## config.mk

```make
export PLATFORM = sky130hd
export DESIGN_NAME = spu_host_driver
export DESIGN_NICKNAME = d
export VERILOG_FILES = /design/src/rtl/spu_host_driver.sv
export SDC_FILE = /design/constraint.sdc
export NUM_CORES = 1
export LEC_CHECK = 0
export CORE_MARGIN = 5
export CORE_UTILIZATION = 30
export CTS_CLUSTER_SIZE = 25
export DETAILED_ROUTE_END_ITERATION = 12
export PLACE_DENSITY = 0.66
export SLEW_MARGIN = 20
export SYNTH_ARGS = -nofsm -noshare
export SYNTH_HDL_FRONTEND = slang
export SYNTH_SLANG_ARGS = --single-unit
export TNS_END_PERCENT = 10
```

## constraint.sdc

```tcl
create_clock -name clk -period 2.3 [get_ports clk]
set_input_delay 0.23 -clock clk [delete_from_list [all_inputs] [get_ports clk]]
set_output_delay 0.23 -clock clk [all_outputs]
set_load 0.005 [all_outputs]
```

## src/rtl/spu_host_driver.sv

```systemverilog
// Host-side sequencer driving tinySPU pins: load A/B, load C/D, execute, capture.
// Define SPU_DRV_STATS_EN to enable the completed-transaction counter on op_count.
module spu_host_driver #(
  parameter int SETTLE_CYCLES = 2
) (
  input  logic       clk,
  input  logic       rst,
  input  logic       req_valid,
  output logic       req_ready,
  input  logic [3:0] req_op,
  input  logic [3:0] req_a,
  input  logic [3:0] req_b,
  input  logic [3:0] req_c,
  input  logic [3:0] req_d,
  input  logic       req_reload,
  output logic       rsp_valid,
  input  logic       rsp_ready,
  output logic [3:0] rsp_m,
  output logic [3:0] rsp_n,
  output logic [3:0] rsp_op,
  output logic [7:0] spu_ui,
  output logic [7:0] spu_uio,
  output logic       spu_ena,
  input  logic [7:0] spu_uo,
  output logic       busy,
  output logic [15:0] op_count
);

  localparam logic [2:0] S_IDLE = 3'd0;
  localparam logic [2:0] S_LAB  = 3'd1;
  localparam logic [2:0] S_LCD  = 3'd2;
  localparam logic [2:0] S_EXEC = 3'd3;
  localparam logic [2:0] S_RESP = 3'd4;

  localparam logic [3:0] CNT_INIT = 4'(SETTLE_CYCLES - 1);

  logic [2:0] state;
  logic [3:0] cnt;
  logic [3:0] op_q;
  logic [3:0] a_q;
  logic [3:0] b_q;
  logic [3:0] c_q;
  logic [3:0] d_q;
  logic       accept;
  logic       phase_end;
  logic       done;

  assign accept    = req_valid && (state == S_IDLE);
  assign phase_end = (cnt == 4'd0);
  assign done      = (state == S_RESP) && rsp_ready;

  always_ff @(posedge clk or posedge rst) begin
    if (rst) begin
      state  <= S_IDLE;
      cnt    <= 4'd0;
      op_q   <= 4'd0;
      a_q    <= 4'd0;
      b_q    <= 4'd0;
      c_q    <= 4'd0;
      d_q    <= 4'd0;
      rsp_m  <= 4'd0;
      rsp_n  <= 4'd0;
      rsp_op <= 4'd0;
    end else begin
      unique case (state)
        S_IDLE: begin
          if (accept) begin
            op_q  <= req_op;
            a_q   <= req_a;
            b_q   <= req_b;
            c_q   <= req_c;
            d_q   <= req_d;
            cnt   <= CNT_INIT;
            state <= req_reload ? S_LAB : S_EXEC;
          end
        end
        S_LAB: begin
          if (phase_end) begin
            cnt   <= CNT_INIT;
            state <= S_LCD;
          end else begin
            cnt <= cnt - 4'd1;
          end
        end
        S_LCD: begin
          if (phase_end) begin
            cnt   <= CNT_INIT;
            state <= S_EXEC;
          end else begin
            cnt <= cnt - 4'd1;
          end
        end
        S_EXEC: begin
          if (phase_end) begin
            rsp_m  <= spu_uo[7:4];
            rsp_n  <= spu_uo[3:0];
            rsp_op <= op_q;
            state  <= S_RESP;
          end else begin
            cnt <= cnt - 4'd1;
          end
        end
        S_RESP: begin
          if (rsp_ready) state <= S_IDLE;
        end
        default: state <= S_IDLE;
      endcase
    end
  end

  // RESP keeps the execute pins applied so the SPU output stays valid
  always_comb begin
    spu_ui    = 8'h00;
    spu_uio   = 8'h00;
    spu_ena   = 1'b0;
    req_ready = 1'b0;
    rsp_valid = 1'b0;
    busy      = 1'b1;
    unique case (state)
      S_IDLE: begin
        req_ready = 1'b1;
        busy      = 1'b0;
      end
      S_LAB: begin
        spu_ui  = 8'h06;
        spu_uio = {a_q, b_q};
        spu_ena = 1'b1;
      end
      S_LCD: begin
        spu_ui  = 8'h05;
        spu_uio = {c_q, d_q};
        spu_ena = 1'b1;
      end
      S_EXEC: begin
        spu_ui  = {op_q, 4'h0};
        spu_ena = 1'b1;
      end
      S_RESP: begin
        spu_ui    = {op_q, 4'h0};
        spu_ena   = 1'b1;
        rsp_valid = 1'b1;
      end
      default: begin
        busy = 1'b1;
      end
    endcase
  end

`ifdef SPU_DRV_STATS_EN
  logic [15:0] cnt_q;

  always_ff @(posedge clk or posedge rst) begin
    if (rst) cnt_q <= 16'd0;
    else if (done) cnt_q <= cnt_q + 16'd1;
  end

  assign op_count = cnt_q;
`else
  logic unused_done;

  assign unused_done = done;
  assign op_count    = 16'd0;
`endif

endmodule

```

# Yosys cells after proc, flatten, opt, wreduce, memory -nomap -nowiden
# Index checks and enable logic that the tools add are counted.
[totals]
word_cells = 49
reg_bits = 39
input_bits = 33
[op_classes]
addsub = 1
reduce_logical = 11
n_eq_ne = 10
mux = 17
[op_table]
columns = ["cell", "n"]
rows = [
  ["8-bit one-hot mux with 3 select lines", 1],
  ["8-bit one-hot mux with 2 select lines", 1],
  ["3-bit two-way mux", 5],
  ["3-bit one-hot mux with 5 select lines", 1],
  ["4-bit two-way mux", 3],
  ["2-bit != test (second input constant)", 6],
  ["4-bit one-hot mux with 3 select lines", 1],
  ["3-bit by 2-bit == test with 1-bit output (second input constant)", 2],
  ["5-bit AND reduction", 1],
  ["4-bit logical NOT", 1],
  ["1-bit two-way mux", 4],
  ["2-bit AND reduction", 2],
  ["2-bit OR reduction", 2],
  ["4-bit OR reduction", 1],
  ["4-bit by 1-bit subtractor with 4-bit output (second input constant)", 1],
  ["3-bit by 1-bit == test with 1-bit output (second input constant)", 1],
  ["3-bit == test (second input constant)", 1],
  ["3-bit logical NOT", 1],
  ["3-bit AND reduction", 1],
  ["3-bit nonzero test", 1],
  ["2-bit two-way mux", 1],
  ["1-bit logical AND", 1],
]

# Longest topological paths before layout
# Gate-level depths: netlist of run 1.
[depth]
depth_word = 4
mapped_depth = 6

# Worst setup path after synthesis of run 1
# Ideal clock, no wire load.
[synth_path]
kind = "reg-to-reg"
startpoint = "register cnt[0]"
endpoint = "register rsp_m[0]"
slack_ns = 0.484
arrival_time_ns = 1.691
setup_ns = 0.125
stages_incl_launch_ff = 7
path_buffers = 1
cell_sequence = "dfrtp_1 > inv_1 > ha_1 > or3b_4 > nor3_4 > buf_6 > mux2_2"
[synth_via]
elab_chain_cells = 2
[synth_lines]
columns = ["item", "line_no", "source"]
rows = [
  ["from (decl)", "38", "logic [3:0] cnt;"],
  ["from (signal assigned)", "82", "cnt <= cnt - 4'd1;"],
  ["from (signal assigned)", "90", "cnt <= cnt - 4'd1;"],
  ["from (signal assigned)", "100", "cnt <= cnt - 4'd1;"],
  ["4-bit logical NOT", "49", "assign phase_end = (cnt == 4'd0);"],
  ["2-bit AND reduction (no source line)", "n/a", ""],
  ["to (signal assigned)", "95", "rsp_m <= spu_uo[7:4];"],
  ["to (decl)", "18", "output logic [3:0] rsp_m,"],
]
# Every way passes these cells.
# A chain may end at the register's enable or synchronous reset.

# Worst setup path after layout of run 1
[layout_path]
startpoint = "register state[1]"
endpoint = "output port spu_ui[5]"
[layout_via]
elab_chain_cells = 3
[layout_lines]
columns = ["item", "line_no", "source"]
rows = [
  ["from (decl)", "37", "logic [2:0] state;"],
  ["from (signal assigned)", "74", "state <= req_reload ? S_LAB : S_EXEC;"],
  ["3-bit == test or 3-bit by 2-bit == test with 1-bit output (tied branches)", "119", "unique case (state)"],
  ["2-bit OR reduction (no source line)", "n/a", ""],
  ["8-bit one-hot mux with 3 select lines *", "119", ""],
  ["to (decl)", "21", "output logic [7:0] spu_ui,"],
]
# Every way passes the cells marked *; elsewhere a longest branch is shown, timed or not.

==> results of run 1 <==
==> registers in the layout, summed over array words and instances, names as in the netlist <==
name and cells:
a_q 4, b_q 4, c_q 4, cnt 4
d_q 4, op_q 4, rsp_m 4, rsp_n 4
rsp_op 4, state 3
==> report_power, final <==
part | leakage, nW | switching, mW | internal, mW
Sequential | 0.470 | 0.180 | 1.03
Combinational | 0.630 | 0.666 | 1.12
Clock | 0.0422 | 0.219 | 0.213
Total | 1.14 | 1.06 | 2.37
==> cell usage after synthesis, types with 2 or more instances <==
cell type,number,area share [%]
dfrtp_1,39,51
inv_1,6,1.2
o21ai_0,3,0.78
mux2_2,33,19
nor3_1,3,0.78
nor2_1,3,0.59
a22o_1,8,3.7
o21bai_1,2,0.78
ha_1,2,1.3
and2_1,5,1.6
nand2_1,3,0.59
nor3b_2,2,1.3
buf_2,2,0.52
buf_4,20,7.8
==> worst max path at each step <==
stage	endpoint	depth (start not counted)	slack (ns)
floorplan	rsp_m[0]	6	0.48
global placement	spu_ui[7]	4	0.31
detailed placement	spu_ui[7]	5	0.26
CTS	spu_ui[4]	4	0.09
global route	spu_ui[4]	4	0.01
finish	spu_ui[5]	4	0.09
==> layer usage <==
layer | routed length, µm | share of wire (%) | global-route usage [%] | vias to the layer above
li1 | - | - | - | 644
met1 | 1870 | 45 | 13.2 | 637
met2 | 2000 | 48 | 16.1 | 45
met3 | 249 | 6.0 | 2.67 | 4
met4 | 33 | 0.80 | 2.98 | 0
met5 | 0 | 0 | 0 | -
==> worst max-delay path, cell delays in order (launching register included) <==
cell             delay [ns]
dfrtp_1                0.37
or3b_2                 0.51
o21ai_2                0.14
and2_1                 0.17
clkdlybuf4s50_1        0.50
==> layout by cell type, fill, tap and decap left out, types with 2 or more instances in the layout <==
cell type and n:
buf_4 8, mux2_2 33, o21ai_0 2, nor3_1 3
inv_1 6, and2_1 5, ha_1 2, dfrtp_1 39
a22o_1 8, clkbuf_1 2, conb_1 17, clkdlybuf4s50_1 63
clkbuf_8 5, nor2_1 3, o21bai_1 2, nor3b_2 2
nand2_1 3
==> stage by stage <==
| step | utilization (%) | instance area [µm²] | setup WS [ns] | cells |
|---|---|---|---|---|
| after global routing | 42.7 | 2680 | 0.0120 | 300 |
| after floorplan | - | 1980 | 0.484 | 167 |
| after detailed placement | 41.3 | 2590 | 0.261 | 292 |
| after global placement | 41.3 | 2590 | 0.307 | 292 |
| final | 42.7 | 2680 | 0.0943 | 300 |
| after CTS | 42.7 | 2680 | 0.0868 | 300 |
==> kinds of logic after synthesis <==
| group | after synthesis |
|---|---|
| AO/OA/AOI/OAI | 20 |
| AND/OR/NAND/NOR | 26 |
| other | 1 |
| adder cells (fa/ha/maj) | 2 |
| flip-flops | 39 |
| buffers and inverters | 29 |
| multiplexers | 33 |
| XOR/XNOR | 1 |
==> timing repair <==
action,CTS,global route
setup endpoints to repair,4,0
gates resized for setup,2,0
hold buffers,0,0
==> layout make-up <==
cell class / instances / area [µm²] / share of cell area, %
well taps: 77 / 96.3 / 3.60
clock inverters: 1 / 5.00 / 0.187
clock buffers: 7 / 76.3 / 2.85
inverters: 6 / 22.5 / 0.841
repair buffers: 71 / 691 / 25.8
multi-input cells: 99 / 812 / 30.3
flip-flops and latches: 39 / 976 / 36.4
==> flow_summary.ini, run 1 <==
[synthesis]
syn_inst = 151
synth-compound-area-share_pct = 8.22
ys_warn_count = 0
muxShareOfSynthArea_pct = 19.4
ys_types = 34
ys.flop_type = dfrtp_1
synth_area_mm2 = 0.00192
synth_edf_count = 0
synth-simple-area-share_pct = 9.46
synth_top_family_by_area = multiplexers
synth_fa_ha_area_share_pct = 1.30
ys_ff_latch = 39
synthArstFlopShare_pct = 100
avgSynthCellArea_um2 = 12.7
synthXorXnorAreaFrac_pct = 0.457
seq_area_frac_synth_pct = 50.9

[clock_tree]
clkTransAtPathRegs_ns = 0.07
cts.sinks = 39
clockBufferDepth = 2
htree_levels = 2
cts_tree = built
cts-buffers-inserted = 5
worstSkewPairLatency_ns = 0.28
cts-root-buf = clkbuf_8
cts_setup_buffers = 0

[worst_setup_path]
crit_start = state[1]
cp.arrival_ns = 1.98
crit_required_ns = 2.07
crit_type = register to primary output
cp-start-kind = register
r2r_cells = 6
rr_endpoint = rsp_op[2]
r2r-start = cnt[0]
cp_max_fo = 4
cp-end-kind = primary output
r2r_slack_ns = 0.37

[final_layout]
num-fill-cells = 597
nNetsFinal = 257
antenna_cells = 0
area_growth_pct = 39.7
drive_gt1_share_pct = 25.1

[routing]
ant_nets = 0
wl_per_cell_um = 13.8
drt_iter0_markers = 52
drc = 0
num_vias = 1330
dr.pass1.iters = 4
viasPerCell = 4.43
wl_mm = 4.15

[timing]
finalHoldViolCount = 0
max_freq_ghz = 0.453
timing.final.crit_period_ns = 2.21
fin_skew_ns = 0.00635
rsz0062_at_grt = no
setup_viol_count_final = 0
timing.hold.ws_ns = 0.375
fin_crit_sh_pct = 95.9
fin_setup_tns_ns = 0
final_max_slew_viol_count = 0

[floorplanning]
rows = 29
start_util_pct = 30.6
coreArea_mm2 = 0.00628
ios = 81
chipHeight_um = 90.0
die_x_um = 90.0
dieArea_mm2 = 0.00809

[global_route]
track_usage_pct = 10.0
grt_max_degree = 40
grt_pass1_wl_mm = 6.68
grt_overflow = 0
first_global_vias = 1360
grt_antenna_before_repair = 0

[place]
gp_congestion = 0.736
portBuffers = 63
hpwl_mm = 3.04

[power_and_ir_drop]
p_per_area_mw_per_mm2 = 1280
leakage_nw = 1.14
p_total_mw = 3.43
ir_drop_v = 0.000478

[job]
cap_violations = 0

[hold_path]
hold_class = primary input to async pin

[status]
status = completed
Note: power is estimated with default switching activity, not from simulation.
==> run 2: changes to the inputs <==
clock period = 2.4 ns   (was 2.3 ns; I/O delays follow)
==> flow_summary.ini, run 2 (same netlist as run 1, synthesis figures left out) <==
[clock_tree]
cts_tree = built
cts_setup_buffers = 0
clkTransAtPathRegs_ns = 0.07
cts-root-buf = clkbuf_8
cts.sinks = 39
postCtsHoldBufs = 0
cts_resized = 0
worstSkewPairLatency_ns = 0.29
cts-buffers-inserted = 5
clockBufferDepth = 2
htree_levels = 2

[worst_setup_path]
crit_slowest_cell = or3b_2
cp_slowest_stage_delay_ns = 0.50
cp_num_cells = 4
rr_endpoint = rsp_n[3]
r2r_cells = 6
critPathTopFamily = simple AND/OR/NAND/NOR gates
cp_cell_sequence = or3b_2 > o21ai_1 > and2_1 > clkdlybuf4s50_1
cp.arrival_ns = 2.06
cp-end-kind = primary output
crit_required_ns = 2.16
cp_max_fo = 4
r2r-start = cnt[0]
crit_type = register to primary output
r2r_slack_ns = 0.46
crit_start = state[1]
cp-start-kind = register
cp_num_buf_inv = 1
crit_path_end = spu_ui[5]

[job]
cap_violations = 0

[routing]
viasPerCell = 4.48
ant_nets = 0
drt_iter0_markers = 86
wl_per_cell_um = 13.9
drc = 0
dr.pass1.iters = 4
wl_mm = 4.17
num_vias = 1344

[final_layout]
nNetsFinal = 257
fin_area_mm2 = 0.00273
final_cell_mix = clkdlybuf4s50_1 (63), dfrtp_1 (39), mux2_2 (33), conb_1 (17)
antenna_cells = 0
final_common_cell = clkdlybuf4s50_1
drive_gt1_share_pct = 25.6
num-fill-cells = 591
area_growth_pct = 42.3

[hold_path]
hold_class = primary input to async pin

[power_and_ir_drop]
ir_drop_v = 0.000708
leakage_nw = 1.16
p_per_area_mw_per_mm2 = 1280

[floorplanning]
coreArea_mm2 = 0.00628
start_util_pct = 30.6
dieArea_mm2 = 0.00809
ios = 81
chipHeight_um = 90.0
rows = 29
die_x_um = 90.0

[timing]
fin_skew_ns = 0.00654
fin_setup_tns_ns = 0
final_max_slew_viol_count = 0
max_freq_ghz = 0.435
fin_crit_sh_pct = 95.8
setup_slack_ns = 0.101
timing.final.crit_period_ns = 2.30
finalHoldViolCount = 0
setup_viol_count_final = 0
rsz0062_at_grt = no

[place]
placed_area_mm2 = 0.00259
pre_cts_ws_ns = 0.376
hpwl_mm = 3.07
portBuffers = 63
gp_congestion = 0.758

[global_route]
track_usage_pct = 10.0
first_global_vias = 1336
grt_max_degree = 40
grt_antenna_before_repair = 0
grt_pass1_wl_mm = 6.71
grt_overflow = 0

[status]
status = completed
==> run 2: cell count changes in the layout (fill, tap and decap cells not counted) <==
cell,change
bufinv_16,+2
clkbuf_1,-2
clkinv_2,-1
clkinvlp_4,+1
o21ai_1,+1
o21ai_2,-1
==> run 2: area by class of cell <==
| cell class | count | area, µm² | area share, % |
|---|---|---|---|
| timing repair buffer | 71 | 691 | 25.3 |
| multi-input combinational | 99 | 808 | 29.6 |
| inverter | 6 | 22.5 | 0.825 |
| clock buffer | 5 | 68.8 | 2.52 |
| sequential | 39 | 976 | 35.7 |
| clock inverter | 3 | 67.6 | 2.47 |
| tap | 77 | 96.3 | 3.53 |
==> run 2: metrics by stage <==
step	total power, mW	std cells	hold WS [ns]	util, %
3_5_place_dp	2.90	292	0.495	41.3
6_report	3.51	300	0.387	43.5
3_3_place_gp	2.87	292	0.491	41.3
4_1_cts	3.57	300	0.409	43.5
2_1_floorplan	2.07	167	0.336	-
5_1_grt	3.76	300	0.450	43.5
==> run 2: worst register-to-register path: cells and delay by family, from the launching register on <==
family        cells  cell delay [ns]
simple gates      2             0.54
flops             1             0.38
fa+ha+maj         1             0.18
buf+inv           2             0.37
mux               1             0.36
==> run 2: where the power goes <==
part | leakage [nW] | internal [mW] | switching [mW]
Sequential | 0.470 | 0.987 | 0.171
Combinational | 0.628 | 1.07 | 0.629
Clock | 0.0644 | 0.415 | 0.233
Total | 1.16 | 2.48 | 1.03
==> run 2: worst min-delay path by stage <==
stage	slack, ns	cells after the start	end	from
after floorplan	0.34	1	state[2]	rsp_ready
after global placement	0.49	1	rsp_op[2]	rsp_op[2]
after detailed placement	0.50	1	rsp_op[1]	rsp_op[1]
after CTS	0.41	3	rsp_m[1]	rst
after global routing	0.45	3	rsp_op[0]	rst
final	0.39	3	rsp_n[3]	rst
==> run 2: metal layers <==
metal / global-route usage (%) / routed length (µm)
met5: 0 / 0
met4: 2.98 / 41
met3: 2.59 / 270
met2: 16.8 / 1990
met1: 12.7 / 1880
